[config.mk]
export PLATFORM = sky130hd
export DESIGN_NAME = operand_skew_sequencer_flat
export DESIGN_NICKNAME = d
export VERILOG_FILES = /design/src/rtl/operand_skew_sequencer_if.sv /design/src/rtl/operand_skew_sequencer.sv /design/src/flat_wrapper.sv
export SDC_FILE = /design/constraint.sdc
export NUM_CORES = 1
export LEC_CHECK = 0
export ABC_CLOCK_PERIOD_IN_PS = 7800
export CAP_MARGIN = 40
export CORE_MARGIN = 3
export CORE_UTILIZATION = 30
export DETAILED_ROUTE_END_ITERATION = 10
export GPL_ROUTABILITY_DRIVEN = 1
export PLACE_DENSITY = 0.58
export SETUP_SLACK_MARGIN = 0.3
export SLEW_MARGIN = 20
export SYNTH_ARGS = -nofsm -noshare
export SYNTH_HDL_FRONTEND = slang
export SYNTH_SLANG_ARGS = --single-unit
[constraint.sdc]
create_clock -name clk -period 7.8 [get_ports clk]
set_clock_uncertainty 0.15 [all_clocks]
set_input_delay 1.17 -clock clk [delete_from_list [all_inputs] [get_ports clk]]
set_output_delay 1.17 -clock clk [all_outputs]
set_load 0.01 [all_outputs]
[src/rtl/operand_skew_sequencer_if.sv]
`default_nettype none
// ============================================================================
//  Module      : operand_skew_sequencer_if
//  Description : Control/status bundle between the matrix-level controller
//                (master) and one operand skew sequencer (slave).
//  Revision    : 1.0 - initial release
// ============================================================================
interface operand_skew_sequencer_if #(
  parameter int NUM_LANES       = 32,
  parameter int MAX_K_SIZE_LOG2 = 9,
  parameter int SRAM_AWIDTH     = 10
);

  // Controller -> sequencer
  logic                       start;
  logic                       stall;
  logic [MAX_K_SIZE_LOG2-1:0] k_size;
  logic [SRAM_AWIDTH-1:0]     base_addr;

  // Sequencer -> SRAM / skew FIFOs / PE array / controller
  logic [SRAM_AWIDTH-1:0]     sram_addr;
  logic                       sram_ren;
  logic [NUM_LANES-1:0]       pushes;
  logic [NUM_LANES-1:0]       popes;
  logic                       is_computing;
  logic                       is_flushing;
  logic                       busy;
  logic                       done;

  modport master (
    output start, stall, k_size, base_addr,
    input  sram_addr, sram_ren, pushes, popes,
    input  is_computing, is_flushing, busy, done
  );

  modport slave (
    input  start, stall, k_size, base_addr,
    output sram_addr, sram_ren, pushes, popes,
    output is_computing, is_flushing, busy, done
  );

endinterface
`default_nettype wire

[src/rtl/operand_skew_sequencer.sv]
`default_nettype none
// ============================================================================
//  Module      : operand_skew_sequencer
//  Description : Sequences one K-deep operand pass: SRAM row reads, skew-FIFO
//                pushes on every lane, diagonal pops (lane i lags i cycles),
//                then a fixed-length PE drain phase and a one-cycle DONE.
//  Revision    : 1.0 - initial release
// ============================================================================
module operand_skew_sequencer #(
  parameter int NUM_LANES       = 32,
  parameter int NUM_LANES_LOG2  = 5,
  parameter int MAX_K_SIZE_LOG2 = 9,
  parameter int SRAM_AWIDTH     = 10,
  parameter int FLUSH_CYCLES    = 32
) (
  input  logic                    clk,
  input  logic                    rst_n,
  operand_skew_sequencer_if.slave bus
);

  // Run counter is one bit wider than K so K + NUM_LANES - 1 never wraps.
  localparam int c_cw = MAX_K_SIZE_LOG2 + 1;
  localparam int c_fw = (FLUSH_CYCLES > 1) ? $clog2(FLUSH_CYCLES) : 1;
  // Highest lane index, i.e. the extra diagonal cycles after the last push.
  localparam logic [NUM_LANES_LOG2-1:0] c_lane_max   = NUM_LANES_LOG2'(NUM_LANES - 1);
  localparam logic [c_fw-1:0]           c_flush_last = c_fw'(FLUSH_CYCLES - 1);

  typedef enum logic [1:0] {
    S_IDLE  = 2'd0,
    S_RUN   = 2'd1,
    S_FLUSH = 2'd2,
    S_FIN   = 2'd3
  } state_t;

  state_t                     r_state, w_state_nxt;
  logic [c_cw-1:0]            r_c, w_c_nxt;
  logic [c_fw-1:0]            r_f, w_f_nxt;
  logic [MAX_K_SIZE_LOG2-1:0] r_k, w_k_nxt;
  logic [SRAM_AWIDTH-1:0]     r_base, w_base_nxt;

  logic [c_cw-1:0]            w_k_ext;
  logic [c_cw-1:0]            w_run_last;
  logic                       w_rd_win;
  logic                       w_push_win;
  logic                       w_comp_win;
  logic [NUM_LANES-1:0]       w_pop_win;

  assign w_k_ext    = {1'b0, r_k};
  assign w_run_last = w_k_ext + c_cw'(c_lane_max);

  // Read window c = 0..K-1; data lands one cycle later, hence pushes at 1..K.
  assign w_rd_win   = (r_c < w_k_ext);
  assign w_push_win = (r_c >= c_cw'(1)) && (r_c <= w_k_ext);
  assign w_comp_win = (r_c >= c_cw'(1)) && (r_c <= w_run_last);

  // Lane i pops K entries starting i cycles after lane 0; lane 0 pops in its
  // push cycle and so behaves as a FIFO bypass.
  generate
    for (genvar i = 0; i < NUM_LANES; i++) begin : g_lane
      assign w_pop_win[i] = (r_c >= c_cw'(i + 1)) && (r_c <= (w_k_ext + c_cw'(i)));
    end
  endgenerate

  // State, pass counters and latched pass parameters.
  always_ff @(posedge clk or negedge rst_n) begin
    if (!rst_n) begin
      r_state <= S_IDLE;
      r_c     <= '0;
      r_f     <= '0;
      r_k     <= '0;
      r_base  <= '0;
    end else begin
      r_state <= w_state_nxt;
      r_c     <= w_c_nxt;
      r_f     <= w_f_nxt;
      r_k     <= w_k_nxt;
      r_base  <= w_base_nxt;
    end
  end

  // Next-state/counter logic and output decode; STALL freezes progress and
  // masks every enable and the DONE pulse, while the phase flags hold.
  always_comb begin
    w_state_nxt      = r_state;
    w_c_nxt          = r_c;
    w_f_nxt          = r_f;
    w_k_nxt          = r_k;
    w_base_nxt       = r_base;
    bus.sram_addr    = '0;
    bus.sram_ren     = 1'b0;
    bus.pushes       = '0;
    bus.popes        = '0;
    bus.is_computing = 1'b0;
    bus.is_flushing  = 1'b0;
    bus.busy         = 1'b0;
    bus.done         = 1'b0;

    case (r_state)
      S_IDLE: begin
        if (bus.start && !bus.stall) begin
          w_k_nxt     = bus.k_size;
          w_base_nxt  = bus.base_addr;
          w_c_nxt     = '0;
          w_state_nxt = S_RUN;
        end
      end

      S_RUN: begin
        bus.busy         = 1'b1;
        bus.is_computing = w_comp_win;
        if (w_rd_win) begin
          bus.sram_addr = r_base + SRAM_AWIDTH'(r_c);
          bus.sram_ren  = !bus.stall;
        end
        if (!bus.stall) begin
          if (w_push_win) begin
            bus.pushes = '1;
          end
          bus.popes = w_pop_win;
          // An empty pass has nothing to drain: one RUN cycle, then FIN.
          if (r_k == '0) begin
            w_state_nxt = S_FIN;
          end else if (r_c == w_run_last) begin
            w_f_nxt     = '0;
            w_state_nxt = S_FLUSH;
          end else begin
            w_c_nxt = r_c + c_cw'(1);
          end
        end
      end

      S_FLUSH: begin
        bus.busy        = 1'b1;
        bus.is_flushing = 1'b1;
        if (!bus.stall) begin
          if (r_f == c_flush_last) begin
            w_state_nxt = S_FIN;
          end else begin
            w_f_nxt = r_f + c_fw'(1);
          end
        end
      end

      S_FIN: begin
        bus.busy = 1'b1;
        // Holding FIN under stall keeps the DONE pulse from being lost.
        if (!bus.stall) begin
          bus.done    = 1'b1;
          w_state_nxt = S_IDLE;
        end
      end

      default: begin
        w_state_nxt = S_IDLE;
      end
    endcase
  end

endmodule
`default_nettype wire
[src/flat_wrapper.sv]
// flat-port wrapper written by rule: the top's interface ports become plain ports
module operand_skew_sequencer_flat 
#(
  parameter int NUM_LANES       = 32,
  parameter int NUM_LANES_LOG2  = 5,
  parameter int MAX_K_SIZE_LOG2 = 9,
  parameter int SRAM_AWIDTH     = 10,
  parameter int FLUSH_CYCLES    = 32
)
  (clk, rst_n, bus_start, bus_stall, bus_k_size, bus_base_addr, bus_sram_addr, bus_sram_ren, bus_pushes, bus_popes, bus_is_computing, bus_is_flushing, bus_busy, bus_done);
  operand_skew_sequencer_if #(.NUM_LANES(NUM_LANES), .MAX_K_SIZE_LOG2(MAX_K_SIZE_LOG2), .SRAM_AWIDTH(SRAM_AWIDTH)) bus_i ();
  input  logic clk;
  input  logic rst_n;
  input wire logic [$bits(bus_i.start)-1:0] bus_start;
  input wire logic [$bits(bus_i.stall)-1:0] bus_stall;
  input wire logic [$bits(bus_i.k_size)-1:0] bus_k_size;
  input wire logic [$bits(bus_i.base_addr)-1:0] bus_base_addr;
  output wire logic [$bits(bus_i.sram_addr)-1:0] bus_sram_addr;
  output wire logic [$bits(bus_i.sram_ren)-1:0] bus_sram_ren;
  output wire logic [$bits(bus_i.pushes)-1:0] bus_pushes;
  output wire logic [$bits(bus_i.popes)-1:0] bus_popes;
  output wire logic [$bits(bus_i.is_computing)-1:0] bus_is_computing;
  output wire logic [$bits(bus_i.is_flushing)-1:0] bus_is_flushing;
  output wire logic [$bits(bus_i.busy)-1:0] bus_busy;
  output wire logic [$bits(bus_i.done)-1:0] bus_done;
  assign bus_i.start = bus_start;
  assign bus_i.stall = bus_stall;
  assign bus_i.k_size = bus_k_size;
  assign bus_i.base_addr = bus_base_addr;
  assign bus_sram_addr = bus_i.sram_addr;
  assign bus_sram_ren = bus_i.sram_ren;
  assign bus_pushes = bus_i.pushes;
  assign bus_popes = bus_i.popes;
  assign bus_is_computing = bus_i.is_computing;
  assign bus_is_flushing = bus_i.is_flushing;
  assign bus_busy = bus_i.busy;
  assign bus_done = bus_i.done;
  operand_skew_sequencer #(.NUM_LANES(NUM_LANES), .NUM_LANES_LOG2(NUM_LANES_LOG2), .MAX_K_SIZE_LOG2(MAX_K_SIZE_LOG2), .SRAM_AWIDTH(SRAM_AWIDTH), .FLUSH_CYCLES(FLUSH_CYCLES)) u_core (.clk(clk), .rst_n(rst_n), .bus(bus_i));
endmodule
# [Yosys cells after proc, flatten, opt, wreduce, memory -nomap -nowiden]
# Cells that the tools add are included.
[word_totals] input_bits=23 reg_bits=36 elab_cells=196 output_inout_bits=79
[op_classes] n_lt_le_gt_ge=65 mux=33 reduce_logical=44 addsub=34 eq_ne=15
[ops] op="10-bit less-or-equal comparator" count=31
[ops] op="9-bit by 5-bit adder with 10-bit output (second input constant)" count=16
[ops] op="10-bit by 5-bit >= comparator with 1-bit output (second input constant)" count=16
[ops] op="32-bit 2-to-1 mux" count=5
[ops] op="9-bit by 4-bit adder with 10-bit output (second input constant)" count=8
[ops] op="10-bit by 4-bit >= comparator with 1-bit output (second input constant)" count=8
[ops] op="10-bit 2-to-1 mux" count=6
[ops] op="9-bit by 3-bit adder with 10-bit output (second input constant)" count=4
[ops] op="10-bit by 3-bit >= comparator with 1-bit output (second input constant)" count=4
[ops] op="1-bit logical AND" count=34
[ops] op="5-bit 2-to-1 mux" count=5
[ops] op="9-bit by 2-bit adder with 10-bit output (second input constant)" count=2
[ops] op="10-bit by 2-bit >= comparator with 1-bit output (second input constant)" count=2
[ops] op="10-bit one-hot mux with 2 select lines" count=1
[ops] op="2-bit 2-to-1 mux" count=7
[ops] op="2-bit != test (second input constant)" count=6
[ops] op="6-bit AND reduction" count=2
[ops] op="10-bit by 1-bit adder with 10-bit output (second input constant)" count=1
[ops] op="10-bit adder" count=1
[ops] op="9-bit by 1-bit adder with 10-bit output (second input constant)" count=1
[ops] op="10-bit equality test" count=1
[ops] op="10-bit by 1-bit >= comparator with 1-bit output (second input constant)" count=1
[ops] op="10-bit by 6-bit >= comparator with 1-bit output (second input constant)" count=1
[ops] op="10-bit by 9-bit less-or-equal comparator with 1-bit output" count=1
[ops] op="other kinds (17)" count=27

# [Longest topological paths before layout]
# Gate-level depths: netlist of run 1.
[logic_depth] depth_word=6 ltp_mapped=15 mapped_depth_nobuf=13

# [Worst setup path after synthesis of run 1]
# No wires, ideal clock.
[synth_timing] path_type="register -> output" from="register u_core.r_c[8]" to="output bus_pushes[0]" arrival_ns=4.270 path_stages_with_launch=8 required_time_ns=6.480 path_buffers=1 slack_ns=2.210 cell_sequence="dfrtp_1 ha_1 a211oi_1 nand2_1 a21oi_1 a21oi_1 nor3_1 buf_4"
[synth_between] elab_chain_len=5 word_cells_on_any_way=6 classes_between="2 x order compare; 3 x mux; 1 x reduce/logical"
[synth_lines] element="start: declaration" line="operand_skew_sequencer.sv:36" source="logic [c_cw-1:0] r_c, w_c_nxt;"
[synth_lines] element="start signal: assignment" line="operand_skew_sequencer.sv:74" source="r_c <= w_c_nxt;"
[synth_lines] element="10-bit by 1-bit >= comparator with 1-bit output or 10-bit by 9-bit less-or-equal comparator with 1-bit output (tied branches)" line="operand_skew_sequencer.sv:53" source="assign w_push_win = (r_c >= c_cw'(1)) && (r_c <= w_k_ext);"
[synth_lines] element="1-bit logical AND (*)" line="operand_skew_sequencer.sv:53"
[synth_lines] element="32-bit 2-to-1 mux (*)" line="operand_skew_sequencer.sv:116" source="if (w_push_win) begin"
[synth_lines] element="32-bit 2-to-1 mux (*)" line="operand_skew_sequencer.sv:115" source="if (!bus.stall) begin"
[synth_lines] element="32-bit 2-to-1 mux (*)" line="operand_skew_sequencer.sv:98" source="case (r_state)"
[synth_lines] element="end: declaration" line="flat_wrapper.sv:20" source="output wire logic [$bits(bus_i.pushes)-1:0] bus_pushes;"
# Every way passes the cells marked *; elsewhere a longest branch is shown, timed or not.

# [Worst setup path after layout of run 1]
[layout_timing] from="register u_core.r_k[3]" to="output bus_popes[14]"
[layout_between] elab_chain_len=5
[layout_lines] element="start: declaration" line="operand_skew_sequencer.sv:38" source="logic [MAX_K_SIZE_LOG2-1:0] r_k, w_k_nxt;"
[layout_lines] element="start signal: assignment" line="operand_skew_sequencer.sv:76" source="r_k <= w_k_nxt;"
[layout_lines] element="9-bit by 4-bit adder with 10-bit output" line="operand_skew_sequencer.sv:60" source="assign w_pop_win[i] = (r_c >= c_cw'(i + 1)) && (r_c <= (w_k_ext + c_cw'(i)));"
[layout_lines] element="10-bit less-or-equal comparator" line="operand_skew_sequencer.sv:60"
[layout_lines] element="1-bit logical AND" line="operand_skew_sequencer.sv:60"
[layout_lines] element="32-bit 2-to-1 mux" line="operand_skew_sequencer.sv:115"
[layout_lines] element="32-bit 2-to-1 mux" line="operand_skew_sequencer.sv:98"
[layout_lines] element="end: declaration" line="flat_wrapper.sv:21" source="output wire logic [$bits(bus_i.popes)-1:0] bus_popes;"
# Every way passes these cells.

==> impl_metrics.ini, run 1 <==
[floorplanning]
start_util_pct = 30.6
pin_count = 102
design.core.area_um2 = 36900
rows = 70
die-area_um2 = 40000
die_x_um = 200
fp.dieH_um = 200

[worst_setup_path]
worstPathRequired_ns = 6.48
critPathMaxFanout = 17
path_class = reg -> out
crit_arrival_ns = 5.14
worstSetupEndpointType = output pin
worstSetupStartpointType = flip-flop

[detailed_routing]
ant_nets = 0
drc_errors = 0
drt-total-wl_mm = 42.2
drt_iter0_markers = 962
vias = 11500
viasPerCell = 5.70
first_pass_iters = 7
wl_per_cell_um = 20.9

[timing]
relSlewSlack_pct = 40.8
hold_slack_ns = 0.373
finalSetupTns_ns = 0
maxSlewViolCount = 0
hold_viol_final = 0
final.period_utilization_pct = 82.8
rsz0062_at_grt = false
tightest_slew_ns = 0.887
period_needed_ns = 6.46
final-setup-viol-count = 0
timing.fmax_mhz = 155

[cells_and_area]
nets = 1800
layoutNonFillerInstCount = 2017
antennaDiodeCount = 0
syn2layout_area_growth_pct = 13.9
drive_above_1_share_pct = 5.55

[run_status]
status = finished clean

[yosys]
ys.flop_type = dfrtp_1
avgSynthCellArea_um2 = 7.70
seq_area_frac_synth_pct = 7.97
async_reset_ff_share_pct = 100
syn_nets = 1755
ys_seq_elements = 36
synth_cells = 1467
ys_types = 74
syn-cell-area_um2 = 11300
synth_edf_count = 0
ys_warn_count = 0

[power_and_ir_drop]
p_leak_uw = 0.00562
p_sw_uw = 2890
p_total_uw = 5010
p_per_area_nw_per_um2 = 390
combPwrFrac_pct = 87.4
ir_worst_vdd_v = 0.000168
p_int_uw = 2120
p_clk_share_pct = 4.1
p_seq_share_pct = 8.5
p_sw_share_pct = 57.7

[place]
dp.cells = 2007
place_congestion = 0.943
hpwl_mm = 30.8
port_buffers = 101

[clock_network]
htreeDepth = 2
clk_latency_ns = 0.29
clock_path_buffers = 2
post-cts-setup-buffers = 0
cts_sinks = 36
cts_tree = yes
postCtsHoldBufs = 0
numCtsBuffers = 5
cts-resized-gates = 0
clk_pin_slew_worst_paths_ns = 0.06
root_buffer = clkbuf_16

[grt]
grt_antenna_before_repair = 0
grtUsageTotal_pct = 20.7
grt_pass1_vias = 11200
grt_pass1_wl_mm = 64.8
grt_max_degree = 39
grt_overflow = 0

[flow_run]
drv_cap = 0

[min_path]
hold_class = reg -> reg
==> stage by stage <==
| stage | setup WS (ns) | cell area [um2] | util [%] |
|---|---|---|---|
| CTS | 1.34 | 12800 | 34.8 |
| global route | 1.07 | 12900 | 34.9 |
| global placement | 1.55 | 12700 | 34.3 |
| finish | 1.34 | 12900 | 34.9 |
| detailed placement | 1.65 | 12700 | 34.4 |
| floorplan | 2.21 | 11300 | - |
==> cells by family after synthesis <==
family | synth area share [%]
AO/OA/AOI/OAI | 22.9
XOR/XNOR | 11.8
adder cells (fa/ha/maj) | 29.4
buffers and inverters | 6.35
flip-flops | 7.97
multiplexers | 2.35
AND/OR/NAND/NOR | 19.2
==> layout by cell type, fill, tap and decap left out, types with 10 or more instances in the layout <==
cell type,count
a2111oi_0,14
a211oi_1,20
a21o_1,37
a21oi_1,151
a31oi_1,12
buf_4,29
clkdlybuf4s50_1,100
dfrtp_1,32
ha_1,264
inv_1,52
mux2_2,20
nand2_1,119
nand2b_1,33
nand3_1,55
nand4_1,39
nor2_1,98
nor2b_1,12
o21a_1,34
o21ai_0,56
o22ai_1,10
xnor2_1,144
==> cell type report <==
type	instances	area, um2
clock buffers	7	133
clock inverters	1	8.76
fillers	3881	24000
inverters	57	214
multi-input cells	1278	9690
flip-flops and latches	36	906
well taps	504	631
repair buffers	134	1280
==> flip-flops by register name, indices dropped and copies added (netlist names) <==
name            flops
u_core.r_base      10
u_core.r_c         10
u_core.r_k          9
u_core.r_f          5
u_core.r_state      2
==> worst paths after layout <==
kind	from	end	slack, ns	cells after the start
setup / recovery	u_core.r_k[3]	bus_popes[14]	1.34	12
hold / removal	u_core.r_base[0]	u_core.r_base[0]	0.37	1
setup reg to reg	u_core.r_k[3]	u_core.r_c[1]	3.37	11
hold reg to reg	u_core.r_base[0]	u_core.r_base[0]	0.37	1
max in group asynchronous	rst_n	u_core.r_c[5]	6.38	2
min in group asynchronous	rst_n	u_core.r_f[0]	0.64	1
==> cell usage after synthesis, drive strengths merged, types with 3 or more instances <==
| library cell | count | area, um2 |
|---|---|---|
| o21a | 34 | 255 |
| a31oi | 12 | 75.1 |
| a22o | 3 | 26.3 |
| xnor2 | 144 | 1260 |
| xor2 | 8 | 70.1 |
| dfrtp | 36 | 901 |
| nor3 | 11 | 65.1 |
| nand3b | 5 | 37.5 |
| a41oi | 8 | 70.1 |
| or3 | 7 | 48.8 |
| o21ai | 56 | 280 |
| nor4 | 9 | 62.6 |
| and3 | 9 | 56.3 |
| nor2 | 101 | 384 |
| o22ai | 10 | 62.6 |
| a221o | 5 | 50.1 |
| nand4b | 5 | 43.8 |
| nand3 | 55 | 275 |
| clkinv | 3 | 11.3 |
| nand4 | 39 | 244 |
| inv | 54 | 203 |
| o21bai | 6 | 45.0 |
| a21o | 37 | 278 |
| a211oi | 20 | 150 |
| nor2b | 12 | 75.1 |
| a221oi | 9 | 78.8 |
| and2 | 6 | 37.5 |
| a21oi | 151 | 756 |
| a2111oi | 16 | 141 |
| or2 | 4 | 25.0 |
| nand2b | 33 | 206 |
| buf | 52 | 338 |
| and4 | 6 | 52.6 |
| mux2i | 4 | 40.0 |
| clkbuf | 44 | 165 |
| o22a | 3 | 26.3 |
| nor4b | 4 | 41.3 |
| o211ai | 5 | 37.5 |
| nand2 | 119 | 447 |
| a211o | 5 | 43.8 |
| o31ai | 8 | 60.1 |
| mux2 | 20 | 225 |
| ha | 264 | 3300 |
==> power by group through the flow <==
stage          combinational [uW]  clock, uW  sequential (uW)
6_report                     4380        206              426
5_1_grt                      4800        217              437
4_1_cts                      4300        212              432
3_5_place_dp                 4280          0              436
3_3_place_gp                 4180          0              432
2_1_floorplan                3160          0              342
==> routing by layer <==
layer / up-vias / track usage (%) / routed length, um
li1: 5444 / - / -
met1: 5526 / 29.3 / 19300
met2: 458 / 33.1 / 18800
met3: 78 / 2.35 / 3000
met4: 0 / 5.87 / 1170
met5: - / 0 / 0
==> worst max-delay path: stages, from the launching register on <==
cell and delay [ns]:
dfrtp_1 0.81, clkinv_1 0.64, ha_1 0.52, inv_1 0.16
a21oi_1 0.11, xnor2_1 0.26, ha_1 0.29, a21o_1 0.20
a21o_1 0.18, a22oi_1 0.19, a31oi_1 0.10, a2111oi_1 0.69
clkdlybuf4s50_1 0.68
Power figures use the tool's default switching activity.
==> run 2, diff against run 1 <==
- ABC_CLOCK_PERIOD_IN_PS: 7800 -> 6100
- clock period: 7.8 -> 6.1 ns (I/O delays scaled with it)
==> run 2 against run 1 <==
Against the previous run:
- power rose by 30%
- design area rose by 1.6%
- first-iteration DRC count fell by 10%
- die area did not move
- sequential cell count did not move
- critical path type unchanged
- critical endpoint is now bus_popes[30]
==> impl_metrics.ini, run 2 (synthesized netlist as in run 1, its figures left out) <==
[run_status]
status = finished clean

[place]
port_buffers = 101
hpwl_mm = 32.0
place_congestion = 0.957
dp_slack_ns = 0.950
dp.cells = 2030

[timing]
hold_slack_ns = 0.357
period_needed_ns = 5.52
final.period_utilization_pct = 90.5
relSlewSlack_pct = 41.5
rsz0062_at_grt = false
fin_ws_ns = 0.577
maxSlewViolCount = 0
finalSetupTns_ns = 0
hold_viol_final = 0
tightest_slew_ns = 0.877
timing.fmax_mhz = 181
final-setup-viol-count = 0

[clock_network]
postCtsHoldBufs = 0
clk_latency_ns = 0.30
root_buffer = clkbuf_16
clock_path_buffers = 2
htreeDepth = 2
post-cts-setup-buffers = 0
cts_tree = yes
cts_sinks = 36
clk_pin_slew_worst_paths_ns = 0.08
numCtsBuffers = 5
cts-resized-gates = 0

[power_and_ir_drop]
p_per_area_nw_per_um2 = 500
p_clk_share_pct = 4.6
combPwrFrac_pct = 87.6
ir_worst_vdd_v = 0.000268
p_int_uw = 2790
p_leak_uw = 0.00574
p_sw_uw = 3750
p_seq_share_pct = 7.8
p_sw_share_pct = 57.4

[worst_setup_path]
reg2reg_slack_ns = 2.25
r2r_start = u_core.r_k[1]
ff2ff_path_depth = 13
path_class = reg -> out
timing.rr.end = u_core.r_c[4]
worstPathRequired_ns = 5.03
worstSetupStartpointType = flip-flop
critPathMaxFanout = 16
crit_arrival_ns = 4.46
worstSetupEndpointType = output pin

[detailed_routing]
first_pass_iters = 6
drc_errors = 0
drt-total-wl_mm = 42.3
wl_per_cell_um = 20.7
drt_iter0_markers = 866
ant_nets = 0
vias = 11500
viasPerCell = 5.62

[floorplanning]
die-area_um2 = 40000
fp.dieH_um = 200
pin_count = 102
rows = 70
die_x_um = 200
design.core.area_um2 = 36900
start_util_pct = 30.6

[cells_and_area]
top_regs = u_core.r_base x10, u_core.r_c x10, u_core.r_k x9
fin_util_pct = 35.4
drive_above_1_share_pct = 7.10
layoutNonFillerInstCount = 2039
antennaDiodeCount = 0
n_fill_cell = 3821
syn2layout_area_growth_pct = 15.6
final_cell_mix = ha_1, a21oi_1, xnor2_1
nets = 1822
final_common_cell = ha_1

[grt]
grtUsageMet3_pct = 3.51
grt_max_degree = 34
met2_usage_pct = 33.4
grtUsageTotal_pct = 20.8
grt_pass1_wl_mm = 65.2
grt_overflow = 0
use_met1_pct = 28.8
grt_pass1_vias = 11500
grt_antenna_before_repair = 1
top_usage_layer = met2

[flow_run]
drv_cap = 0

[min_path]
hold_class = in -> async
run 2: area by class of cell:
cell class / instances / area [um2] / share of cell area (%)
inverter: 57 / 214 / 1.64
sequential: 36 / 906 / 6.93
clock buffer: 6 / 139 / 1.06
multi-input combinational: 1278 / 9700 / 74.2
timing repair buffer: 156 / 1460 / 11.2
tap: 504 / 631 / 4.83
clock inverter: 2 / 15.0 / 0.115
run 2: how the worst max path moves through the flow:
stage / from / endpoint / slack, ns / cells after the start
CTS: u_core.r_k[3] / bus_popes[30] / 0.62 / 11
detailed placement: u_core.r_k[1] / bus_popes[30] / 0.95 / 10
global placement: u_core.r_k[3] / bus_popes[14] / 0.76 / 11
finish: u_core.r_k[1] / bus_popes[30] / 0.58 / 10
floorplan: u_core.r_c[8] / bus_pushes[0] / 0.76 / 7
global route: u_core.r_k[6] / bus_popes[5] / 0.41 / 13
run 2: critical path: stages, from the launching register on:
cell             delay [ns]
dfrtp_1                0.69
inv_1                  0.26
ha_1                   0.35
o21ai_0                0.49
nand2_1                0.14
xnor2_1                0.17
ha_1                   0.32
nand4_1                0.13
or4b_2                 0.62
a221oi_1               0.38
clkdlybuf4s50_1        0.62
run 2: stage by stage:
step / power [uW] / instance area, um2
2_1_floorplan: 4480 / 11300
3_3_place_gp: 6030 / 12800
3_5_place_dp: 6110 / 12900
4_1_cts: 6440 / 13100
5_1_grt: 7110 / 13100
6_report: 6540 / 13100
run 2: layer usage:
metal	share of wire [%]	vias up	wire, um
li1	-	5492	-
met1	46	5447	19500
met2	44	436	18600
met3	7.2	82	3040
met4	2.7	2	1160
met5	0.031	-	13
run 2: power groups by stage:
stage                     Combinational [uW]  Clock (uW)  Sequential, uW
final                                   5730         299             510
after global routing                    6280         305             523
after CTS                               5630         298             512
after floorplan                         4040           0             437
after detailed placement                5590           0             515
after global placement                  5510           0             512
==> run 3, diff against run 2 <==
- ABC_CLOCK_PERIOD_IN_PS: 6100 -> not set
==> results of run 3 <==
The final DEF is identical to that of run 2; final timing and power are the same.
